[src/rtl/seg_scan_scheduler.sv]
// Two-digit 7-segment scan controller: digit 0 = record clip, digit 1 = play clip, with activity blink.
// Define SEG_GUARD_EN to insert a one-cycle all-anodes-off guard slot between digits.
module seg_scan_scheduler #(
  parameter int DWELL_CYCLES = 100000,
  parameter int BLINK_FRAMES = 250
) (
  input  logic       clock,
  input  logic       reset,
  input  logic       switch0,
  input  logic       switch1,
  input  logic       recording,
  input  logic       playing,
  output logic       a0,
  output logic       a1,
  output logic [6:0] cathode
);
  localparam int DW = $clog2(DWELL_CYCLES);
  localparam int FW = (BLINK_FRAMES > 1) ? $clog2(BLINK_FRAMES) : 1;
  localparam logic [6:0] GLYPH_CLIP1 = 7'h4F;
  localparam logic [6:0] GLYPH_CLIP2 = 7'h12;
  localparam logic [6:0] GLYPH_BLANK = 7'h7F;

  typedef enum logic [2:0] {S_IDLE, S_D0, S_G0, S_D1, S_G1} state_t;

  state_t        state;
  logic [DW-1:0] dwell_cnt;
  logic [FW-1:0] frame_cnt;
  logic          blink_phase;
  logic [1:0]    sync0, sync1;
  logic          dwell_done, frame_wrap, phase_next;
  logic [6:0]    glyph0_first, glyph0_next, glyph1;

  function automatic logic [6:0] glyph(input logic sel, input logic blank);
    if (blank) return GLYPH_BLANK;
    return sel ? GLYPH_CLIP2 : GLYPH_CLIP1;
  endfunction

  assign dwell_done   = (dwell_cnt == DW'(DWELL_CYCLES - 1));
  assign frame_wrap   = (frame_cnt == FW'(BLINK_FRAMES - 1));
  assign phase_next   = frame_wrap ? ~blink_phase : blink_phase;
  assign glyph0_first = glyph(sync0[1], recording & ~blink_phase);
  // A new frame's digit-0 glyph must already see the phase that frame runs in.
  assign glyph0_next  = glyph(sync0[1], recording & ~phase_next);
  assign glyph1       = glyph(sync1[1], playing & ~blink_phase);

  always_ff @(posedge clock or negedge reset) begin
    if (!reset) begin
      state       <= S_IDLE;
      dwell_cnt   <= '0;
      frame_cnt   <= '0;
      blink_phase <= 1'b1;
      sync0       <= '0;
      sync1       <= '0;
      a0          <= 1'b1;
      a1          <= 1'b1;
      cathode     <= GLYPH_BLANK;
    end else begin
      sync0 <= {sync0[0], switch0};
      sync1 <= {sync1[0], switch1};
      case (state)
        S_IDLE: begin
          state   <= S_D0;
          a0      <= 1'b0;
          a1      <= 1'b1;
          cathode <= glyph0_first;
        end
        S_D0: begin
          if (dwell_done) begin
            dwell_cnt <= '0;
            a0        <= 1'b1;
`ifdef SEG_GUARD_EN
            state     <= S_G0;
`else
            state     <= S_D1;
            a1        <= 1'b0;
            cathode   <= glyph1;
`endif
          end else begin
            dwell_cnt <= dwell_cnt + 1'b1;
          end
        end
`ifdef SEG_GUARD_EN
        S_G0: begin
          state   <= S_D1;
          a1      <= 1'b0;
          cathode <= glyph1;
        end
        S_D1: begin
          if (dwell_done) begin
            dwell_cnt <= '0;
            a1        <= 1'b1;
            state     <= S_G1;
          end else begin
            dwell_cnt <= dwell_cnt + 1'b1;
          end
        end
        S_G1: begin
          state       <= S_D0;
          a0          <= 1'b0;
          cathode     <= glyph0_next;
          frame_cnt   <= frame_wrap ? '0 : frame_cnt + 1'b1;
          blink_phase <= phase_next;
        end
`else
        S_D1: begin
          if (dwell_done) begin
            dwell_cnt   <= '0;
            a1          <= 1'b1;
            a0          <= 1'b0;
            state       <= S_D0;
            cathode     <= glyph0_next;
            frame_cnt   <= frame_wrap ? '0 : frame_cnt + 1'b1;
            blink_phase <= phase_next;
          end else begin
            dwell_cnt <= dwell_cnt + 1'b1;
          end
        end
`endif
        default: begin
          state     <= S_IDLE;
          dwell_cnt <= '0;
          a0        <= 1'b1;
          a1        <= 1'b1;
        end
      endcase
    end
  end
endmodule

[config.mk]
export PLATFORM = sky130hd
export DESIGN_NAME = seg_scan_scheduler
export DESIGN_NICKNAME = d
export VERILOG_FILES = /design/src/rtl/seg_scan_scheduler.sv
export SDC_FILE = /design/constraint.sdc
export NUM_CORES = 1
export LEC_CHECK = 0
export BUFFER_PORTS_ARGS = -buffer_cell sky130_fd_sc_hd__buf_4
export CAP_MARGIN = 20
export CORE_MARGIN = 5
export CORE_UTILIZATION = 52
export CTS_BUF_LIST = sky130_fd_sc_hd__clkbuf_4 sky130_fd_sc_hd__clkbuf_8
export CTS_CLUSTER_DIAMETER = 120
export CTS_CLUSTER_SIZE = 24
export DETAILED_ROUTE_END_ITERATION = 8
export PLACE_DENSITY = 0.67
export SYNTH_ARGS = -nofsm -noshare
export SYNTH_HDL_FRONTEND = slang
export SYNTH_SLANG_ARGS = --single-unit
[constraint.sdc]
create_clock -name clock -period 5.1 [get_ports clock]
set_clock_uncertainty 0.15 [all_clocks]
set_input_delay 0.51 -clock clock [delete_from_list [all_inputs] [get_ports clock]]
set_output_delay 0.51 -clock clock [all_outputs]
set_load 0.01 [all_outputs]
After elaboration in Yosys (flattened, before gate mapping)
Cells that the tools add are included.

Add/subtract/negate cells: 2. Equal/unequal tests: 6. Mux-type cells: 25. Bitwise gates (word level): 5. Reductions and logical operators: 6.

Operators by type and width (number): $mux 7 (10); $pmux 17 s2 (1); $pmux 7 s3 (1); $add 17x1->17 const B (1); $eq 17x17->1 const B (1); $mux 17 (1); $pmux 3 s3 (1); $add 8x1->8 const B (1); $eq 8x8->1 const B (1); $mux 8 (1); $mux 1 (6); $mux 3 (2); $ne 2x2->1 const B (2); $reduce_and 2->1 (2); $and 1x1->1 (3); $eq 3x1->1 const B (1); $eq 3x2->1 const B (1); $logic_not 3->1 (1); $pmux 1 s3 (1); $reduce_and 3->1 (1); $reduce_bool 3->1 (1); $not 1->1 (2); $pmux 1 s2 (1); $reduce_or 2->1 (1).

Register bits after elaboration: 42. Input bits: 6. Output and inout bits: 9.

Longest topological paths before layout
Gate-level depths: netlist of run 1.

Depth in word-level cells: 8. Depth in mapped cells: 7. Gate-level depth less buffers: 6.

Worst setup path before layout of run 1
OpenSTA, ideal clock, no wires.

Kind: register to register. Start point: reg state[0]. End point: reg dwell_cnt[14]. Library setup time: 82 ps. Arrival: 1978 ps. Path slack: 2890 ps. Cell stages (with the launch flop): 8. Path buffers: 1. Clock period less this slack: 2210 ps. Path through: dfrtp_1 > inv_1 > ha_1 > buf_6 > nand3b_4 > or4_1 > or3_1 > a22oi_2.

Word-level cells in the longest chain between the ends: 3.

Ends and longest elaborated chain: start, declared (RTL line 25) `state_t state;`; start signal, assigned (RTL line 48) `state <= S_IDLE;`; start signal, assigned (RTL line 62) `state <= S_D0;`; start signal, assigned (RTL line 74) `state <= S_D1;`; $eq 3x2->1 or $eq 3x1->1 (tied branches) (RTL line 60) `case (state)`; $reduce_or 2->1 (no line); $pmux 17 s2 (RTL line 60); end signal, assigned (RTL line 79) `dwell_cnt <= dwell_cnt + 1'b1;`; end signal, assigned (RTL line 115) `dwell_cnt <= dwell_cnt + 1'b1;`; end, declared (RTL line 26) `logic [DW-1:0] dwell_cnt;`.

Parallel ways exist; a longest one is shown, timed or not. A chain may end at the register's enable or synchronous reset.

Worst setup path after layout of run 1
Start point: reg dwell_cnt[0]. End point: reg a0.

Word-level cells in the longest chain between the ends: 3.

Ends and longest elaborated chain: $eq 17x17->1 (*) (RTL line 38) `assign dwell_done = (dwell_cnt == DW'(DWELL_CYCLES - 1));`; $ne 2x2->1 (no line); $reduce_and 2->1 (no line) (*); end signal, assigned (RTL line 54) `a0 <= 1'b1;`; end signal, assigned (RTL line 63) `a0 <= 1'b0;`; end signal, assigned (RTL line 70) `a0 <= 1'b1;`; end, declared (RTL line 13) `output logic a0,`.

Every way passes the cells marked *; elsewhere a longest branch is shown, timed or not.

==> reports/summary.txt, run 1 <==
Routability cong. -> 0.8823
Ys async rst share -> 100.0%
Final Hold Fails -> 0
Initial Util -> 52.78%
CTS tree -> done
Num ports -> 15
Rows -> 23
Final nets -> 231
Largest area contributor in the netlist -> dfrtp_1
Crit Path Category -> reg2reg
Crit end category -> flop
M2 GR Usage -> 29.59%
Pwr per Cell Area -> 254.1 nW/um^2
Total routed wirelength -> 4293 microns
Total power -> 0.5787 mW
Die Span Y -> 73.26 microns
Synth Warn # -> 0
Die W -> 73.26 microns
Global-route usage over all layers -> 17.07%
Final Setup Violations -> 0
Reg-to-reg startpoint -> dwell_cnt[0]
Worst ir drop on vdd -> 0.1659 mV
Area share of the largest cell type after synthesis -> 37.28%
Clock-pin slew on the worst setup and hold paths -> 80 ps
Final ANT Viol Nets -> 0
Met1 Use GR -> 20.91%
Setup_tns -> 0 ps
Placed cells -> 261
Post-CTS Resized -> 0
RSZ-0062 raised after global routing -> false
Hold Buf Count CTS -> 0
Synthesized Nets -> 225
H-tree Lvls -> 2
Sequential area share after synthesis -> 44.86%
Post-route DRC -> 0
Worst R2R Path Depth -> 5
Final critical-path required period -> 2653 ps
Die area -> 5366 sq um
Clock sink count -> 37
Worst Path Max Fanout -> 15
Wire per inst -> 15.96 microns
Antenna violations before repair -> 0
Layout cell share with drive strength beyond 1 -> 15.98%
Max-cap violations -> 0
Via/cell ratio -> 6.253
Synth cell count leaders -> dfrtp_1, nand3_1, o21ai_0
Worst r2r dst -> a0
Core area -> 3943 sq um
Required time of the worst setup path -> 5170 ps
GRT met3 Usage -> 3.010%
Final Cycle Share -> 52.02%
Rel. slew slack -> 55.90%
Most frequent cell after synthesis -> dfrtp_1
Fmax -> 376.9 MHz
Busiest grt layer -> met2
Status -> complete, no violations
Number of buffers added on ports -> 13
Max-slew violation count -> 0
Leak pwr -> 0.9861 nW
Pre-antenna DRT Iters -> 4
Synth Flop Type -> dfrtp_1
Largest cells by area after synthesis -> dfrtp_1, dfstp_2, ha_1
First-pass GRT wire length -> 7251 microns
Place WS -> 2454 ps
Post-synth EDFFs -> 0
Worst-margin pin slew -> 661.4 ps
Hold Crit Class -> in2async
Syn Inst Count -> 212
Synth cell types -> 51
Area grow syn2layout -> 9.441%
Setup bufs post-CTS -> 0
Post-route insts no fill -> 269
CP startpoint kind -> flop
Final Worst Setup Slack -> 2447 ps
Vias -> 1682
Largest net degree at the start of global routing -> 38
Worst-Skew Late Latency -> 280 ps
DR iter-0 viols -> 150
Crit path launch -> dwell_cnt[0]
Longest Clk Path Bufs -> 2
CP arrival -> 2720 ps
Root Driver -> clkbuf_8
Cts bufs inserted -> 5
Hpwl dp -> 3030 microns
R2r setup slk -> 2450 ps
Total gr overflow -> 0
Post-Synthesis Cell Area -> 2081 sq um
Mapped Avg Cell Area -> 9.815 sq um
N_diodes -> 0
Synth Register Bits -> 37
Vias in the first global route -> 1630
==> flip-flops by register name (all words and copies together) (netlist names) <==
| name | cells |
|---|---|
| a0 | 1 |
| a1 | 1 |
| blink_phase | 1 |
| cathode | 3 |
| dwell_cnt | 17 |
| frame_cnt | 8 |
| state | 2 |
| sync0 | 2 |
| sync1 | 2 |
==> stage by stage <==
step                      hold slack, ps  area (sq um)  utilization [%]
after global routing               62.36          2277            57.76
after global placement             182.2          2157            54.71
after detailed placement           184.7          2157            54.71
after CTS                          36.29          2277            57.76
after floorplan                    64.41          2081                -
final                              15.63          2277            57.76
==> worst max path at each step <==
stage                    end  slack, ps
2_1_floorplan  dwell_cnt[14]       2890
5_1_grt                   a0       2220
4_1_cts                   a0       2440
6_report                  a0       2450
3_3_place_gp              a0       2510
3_5_place_dp              a0       2450
==> layout make-up <==
| type | count | area [sq um] |
|---|---|---|
| Tap cell | 50 | 62.56 |
| Clock inverter | 1 | 30.03 |
| Fill cell | 323 | 1665 |
| Sequential cell | 37 | 933.4 |
| Timing Repair Buffer | 13 | 97.59 |
| Clock buffer | 7 | 90.09 |
| Multi-Input combinational cell | 155 | 1041 |
| Inverter | 6 | 22.52 |
==> placed cells by master, fill, tap and decap left out, types with 7 or more instances in the layout <==
cell type,n
buf_4,13
o21ai_0,14
nand2_1,13
dfrtp_1,31
nand4_1,9
ha_1,7
o31ai_1,11
nand3_1,14
a21oi_1,10
==> report_power, final <==
group          internal, mW  switching (mW)
sequential            0.296         0.00107
clock                 0.165           0.103
combinational       0.00493         0.00806
total                 0.466           0.113
==> critical path, stage by stage (launching register included) <==
cell and delay (ps):
dfrtp_1 420, ha_1 290, and3_1 230, nand4_1 390
o21ai_2 700, mux2_2 400
==> logic make-up (layout without fill, tap and decap cells) <==
family                     Yosys count  after routing  synth area share [%]
muxes                                3              3                 1.563
and+or+nand+nor                     78             78                 22.01
DFF                                 37             37                 44.86
xor gates and xnor gates             6              6                 2.526
adders and majority gates            7              7                 4.209
AOI/OAI and AO/OA                   60             60                 19.54
buffers and inverters               20             27                 5.111
other                                1              1                0.1802
==> routing by layer <==
| metal | vias up | routed length [microns] |
|---|---|---|
| met5 | - | 0 |
| met4 | 0 | 58 |
| met3 | 8 | 219 |
| met2 | 51 | 2163 |
| met1 | 819 | 1851 |
| li1 | 804 | - |
Note: power is estimated with default switching activity, not from simulation.
==> inputs of run 2 (changes only) <==
--- a/config.mk
+++ b/config.mk
@@ -5,6 +5,7 @@
 export SDC_FILE = /design/constraint.sdc
 export NUM_CORES = 1
 export LEC_CHECK = 0
+export ABC_AREA = 1
 export BUFFER_PORTS_ARGS = -buffer_cell sky130_fd_sc_hd__buf_4
 export CAP_MARGIN = 20
 export CORE_MARGIN = 5
==> constraint.sdc (replaced) <==
create_clock -name clock -period 2.6 [get_ports clock]
set_clock_uncertainty 0.15 [all_clocks]
set_input_delay 0.26 -clock clock [delete_from_list [all_inputs] [get_ports clock]]
set_output_delay 0.26 -clock clock [all_outputs]
set_load 0.01 [all_outputs]
==> run 2 against run 1 <==
  * Cell count is 20% higher
  * Sequential share of layout area is 0.97 points lower
  * Design area up 2.4%
  * Wire length is 9.3% lower
  * Critical path type unchanged
  * Via count shrank 4.2%
  * Synthesized area rose by 0.12%
  * Clock power is 56% higher
  * Largest cell class unchanged
  * Global-route usage down 0.60 points
==> reports/summary.txt, run 2 <==
Global-route usage over all layers -> 16.47% (was 17.07%)
Synth Warn # -> 0 (unchanged)
Die area -> 5372 sq um (was 5366 sq um)
Layout cell share with drive strength beyond 1 -> 18.01% (was 15.98%)
Largest family of logic cells by synthesized area -> simple AND/OR/NAND/NOR gates (unchanged)
Final Worst Setup Slack -> 778.2 ps (was 2447 ps)
Num ports -> 15 (unchanged)
Final nets -> 284 (was 231)
Number of buffers added on ports -> 13 (unchanged)
Worst r2r dst -> dwell_cnt[11] (was a0)
Final Setup Violations -> 0 (unchanged)
Simple-Gate Fraction of Synth Area -> 31.65% (was 22.01%)
Max-cap violations -> 0 (unchanged)
Rows -> 23 (unchanged)
Synth Register Bits -> 37 (unchanged)
Area grow syn2layout -> 11.95% (was 9.441%)
Total gr overflow -> 0 (unchanged)
CP arrival -> 1840 ps (was 2720 ps)
Max-slew violation count -> 0 (unchanged)
Worst-Skew Late Latency -> 280 ps (about the same)
Hold Path End -> cathode[5]
RSZ-0062 raised after global routing -> false (unchanged)
Via/cell ratio -> 5.003 (was 6.253)
Finished Cell Area -> 2332 sq um (was 2277 sq um)
Total routed wirelength -> 3894 microns (was 4293 microns)
Worst Path Max Fanout -> 7 (was 15)
Hpwl dp -> 2923 microns (was 3030 microns)
Largest cells by area after synthesis -> dfrtp_1, nand2_1, dfstp_2 (was dfrtp_1, dfstp_2, ha_1)
Pwr per Cell Area -> 442.7 nW/um^2 (was 254.1 nW/um^2)
Root Driver -> clkbuf_8 (unchanged)
Required time of the worst setup path -> 2620 ps (was 5170 ps)
M2 GR Usage -> 27.61% (was 29.59%)
Crit end category -> flop (unchanged)
Final critical-path required period -> 1822 ps (was 2653 ps)
Final Hold Fails -> 0 (unchanged)
CP startpoint kind -> flop (unchanged)
Syn Inst Count -> 253 (was 212)
Busiest grt layer -> met2 (unchanged)
Longest Clk Path Bufs -> 2 (unchanged)
Worst ir drop on vdd -> 0.3191 mV (was 0.1659 mV)
Ys async rst share -> 100.0% (unchanged)
HP Start -> recording
CTS tree -> done (unchanged)
Top flop regs -> dwell_cnt (17), frame_cnt (8), cathode (3) (unchanged)
Post-layout util -> 59.16% (was 57.76%)
Placed cells -> 311 (was 261)
Met1 Use GR -> 20.19% (was 20.91%)
Vias -> 1611 (was 1682)
Post-Synthesis Cell Area -> 2083 sq um (was 2081 sq um)
Antenna violations before repair -> 0 (unchanged)
Hold Crit Class -> in2reg (was in2async)
Cts bufs inserted -> 5 (unchanged)
Leak pwr -> 1.096 nW (was 0.9861 nW)
Synth Flop Type -> dfrtp_1 (unchanged)
Mux cell area share after synthesis -> 0% (was 1.563%)
Post-synthesis compound-gate area fraction -> 6.426% (was 19.54%)
Hold depth -> 3
Largest area contributor in the netlist -> dfrtp_1 (unchanged)
Vias in the first global route -> 1577 (was 1630)
Most common cell after layout, fill and taps aside -> nand2_1 (was dfrtp_1)
Synth Area in XOR/XNOR -> 4.625% (was 2.526%)
Final ANT Viol Nets -> 0 (unchanged)
Clock-pin slew on the worst setup and hold paths -> 70 ps (was 80 ps)
Clock sink count -> 37 (unchanged)
Post-DP Area -> 2205 sq um (was 2157 sq um)
Mapped Avg Cell Area -> 8.234 sq um (was 9.815 sq um)
Most frequent cell after synthesis -> nand2_1 (was dfrtp_1)
Setup_tns -> 0 ps (unchanged)
Area share of the largest cell type after synthesis -> 37.24% (was 37.28%)
Reg-to-reg startpoint -> state[0] (was dwell_cnt[0])
Final Cycle Share -> 70.07% (was 52.02%)
Core area -> 3943 sq um (unchanged)
GRT met3 Usage -> 4.378% (was 3.010%)
Post-route DRC -> 0 (unchanged)
Post-route insts no fill -> 322 (was 269)
Sequential area share after synthesis -> 44.80% (was 44.86%)
Wire per inst -> 12.09 microns (was 15.96 microns)
Synth cell types -> 33 (was 51)
Place WS -> 780.1 ps (was 2454 ps)
Die Span Y -> 73.30 microns (was 73.26 microns)
Max FFs per register -> 17 (unchanged)
Pre-antenna DRT Iters -> 4 (unchanged)
R2r setup slk -> 780 ps (was 2450 ps)
Synth cell count leaders -> nand2_1, nor2_1, dfrtp_1 (was dfrtp_1, nand3_1, o21ai_0)
Largest net degree at the start of global routing -> 38 (unchanged)
Synthesized Nets -> 266 (was 225)
First-pass GRT wire length -> 6844 microns (was 7251 microns)
N_diodes -> 0 (unchanged)
Post-synth EDFFs -> 0 (unchanged)
Fmax -> 548.9 MHz (was 376.9 MHz)
Setup bufs post-CTS -> 0 (unchanged)
Routability cong. -> 0.8630 (was 0.8823)
DR iter-0 viols -> 70 (was 150)
Crit Path Category -> reg2reg (unchanged)
Initial Util -> 52.84% (was 52.78%)
Biggest register -> dwell_cnt (unchanged)
Most frequent cells in the layout -> nand2_1, nor2_1, dfrtp_1 (was dfrtp_1, o21ai_0, nand3_1)
Worst R2R Path Depth -> 8 (was 5)
Synth Area in Adders -> 4.204% (was 4.209%)
H-tree Lvls -> 2 (unchanged)
Status -> complete, no violations (unchanged)
Die W -> 73.30 microns (was 73.26 microns)
## run 2: cell types whose count changed in the layout (fill, tap and decap cells not counted), moves of 5 or more
cell / previous run / this run
and3_1: 6 / 0
o21ai_0: 14 / 6
nand2_1: 13 / 51
inv_1: 6 / 27
xor2_1: 1 / 8
or4_1: 5 / 0
o31ai_1: 11 / 0
nor2_1: 6 / 32
nand3_1: 14 / 20
## run 2: metrics by stage
step,hold WS (ps),power (mW)
2_1_floorplan,-185.6,0.6018
3_3_place_gp,100.0,0.6211
3_5_place_dp,99.27,0.6217
4_1_cts,152.4,1.053
5_1_grt,164.6,1.085
6_report,158.3,1.032
## run 2: layout make-up
cell class              count  area [sq um]
fillers                   361          1610
multi-input cells         178         980.9
flip-flops and latches     37         933.4
repair buffers             17         135.1
inverters                  32         122.6
clock buffers               8         97.59
well taps                  50         62.56
## run 2: worst max-delay path by stage
stage	from	endpoint	slack [ps]	cells after the start
2_1_floorplan	state[0]	dwell_cnt[11]	960	8
3_3_place_gp	state[0]	dwell_cnt[11]	770	8
3_5_place_dp	state[0]	dwell_cnt[11]	780	8
4_1_cts	state[0]	dwell_cnt[11]	760	8
5_1_grt	state[0]	dwell_cnt[16]	530	8
6_report	state[0]	dwell_cnt[11]	780	8
## run 2: where the power goes
group / switching, mW / internal, mW
Combinational: 0.0171 / 0.0126
Clock: 0.182 / 0.237
Sequential: 0.00210 / 0.582
Total: 0.201 / 0.831
## run 2: metal layers
layer | part of all wire, % | up-vias
met5 | 0 | -
met4 | 1.9 | 0
met3 | 4.6 | 9
met2 | 48 | 33
met1 | 46 | 724
li1 | - | 845
## run 2: worst max-delay path, cell delays in order, from the launching register on
cell and delay (ps):
dfrtp_1 410, inv_1 100, ha_1 320, nor2_2 180, nand2_1 120, nor2_1 160
nand2_1 80, xor2_1 140, nor2_1 50
## run 2: timing repair
item | CTS | global route
hold buffers | 3 | 0
endpoints found under the hold margin | 33 | 0
gates resized for setup | 0 | 0
## run 2: cells by family after synthesis
family                     after synthesis
DFF                                     37
buffers and inverters                   38
xor gates and xnor gates                11
adders and majority gates                7
and+or+nand+nor                        135
AOI/OAI and AO/OA                       24
other                                    1
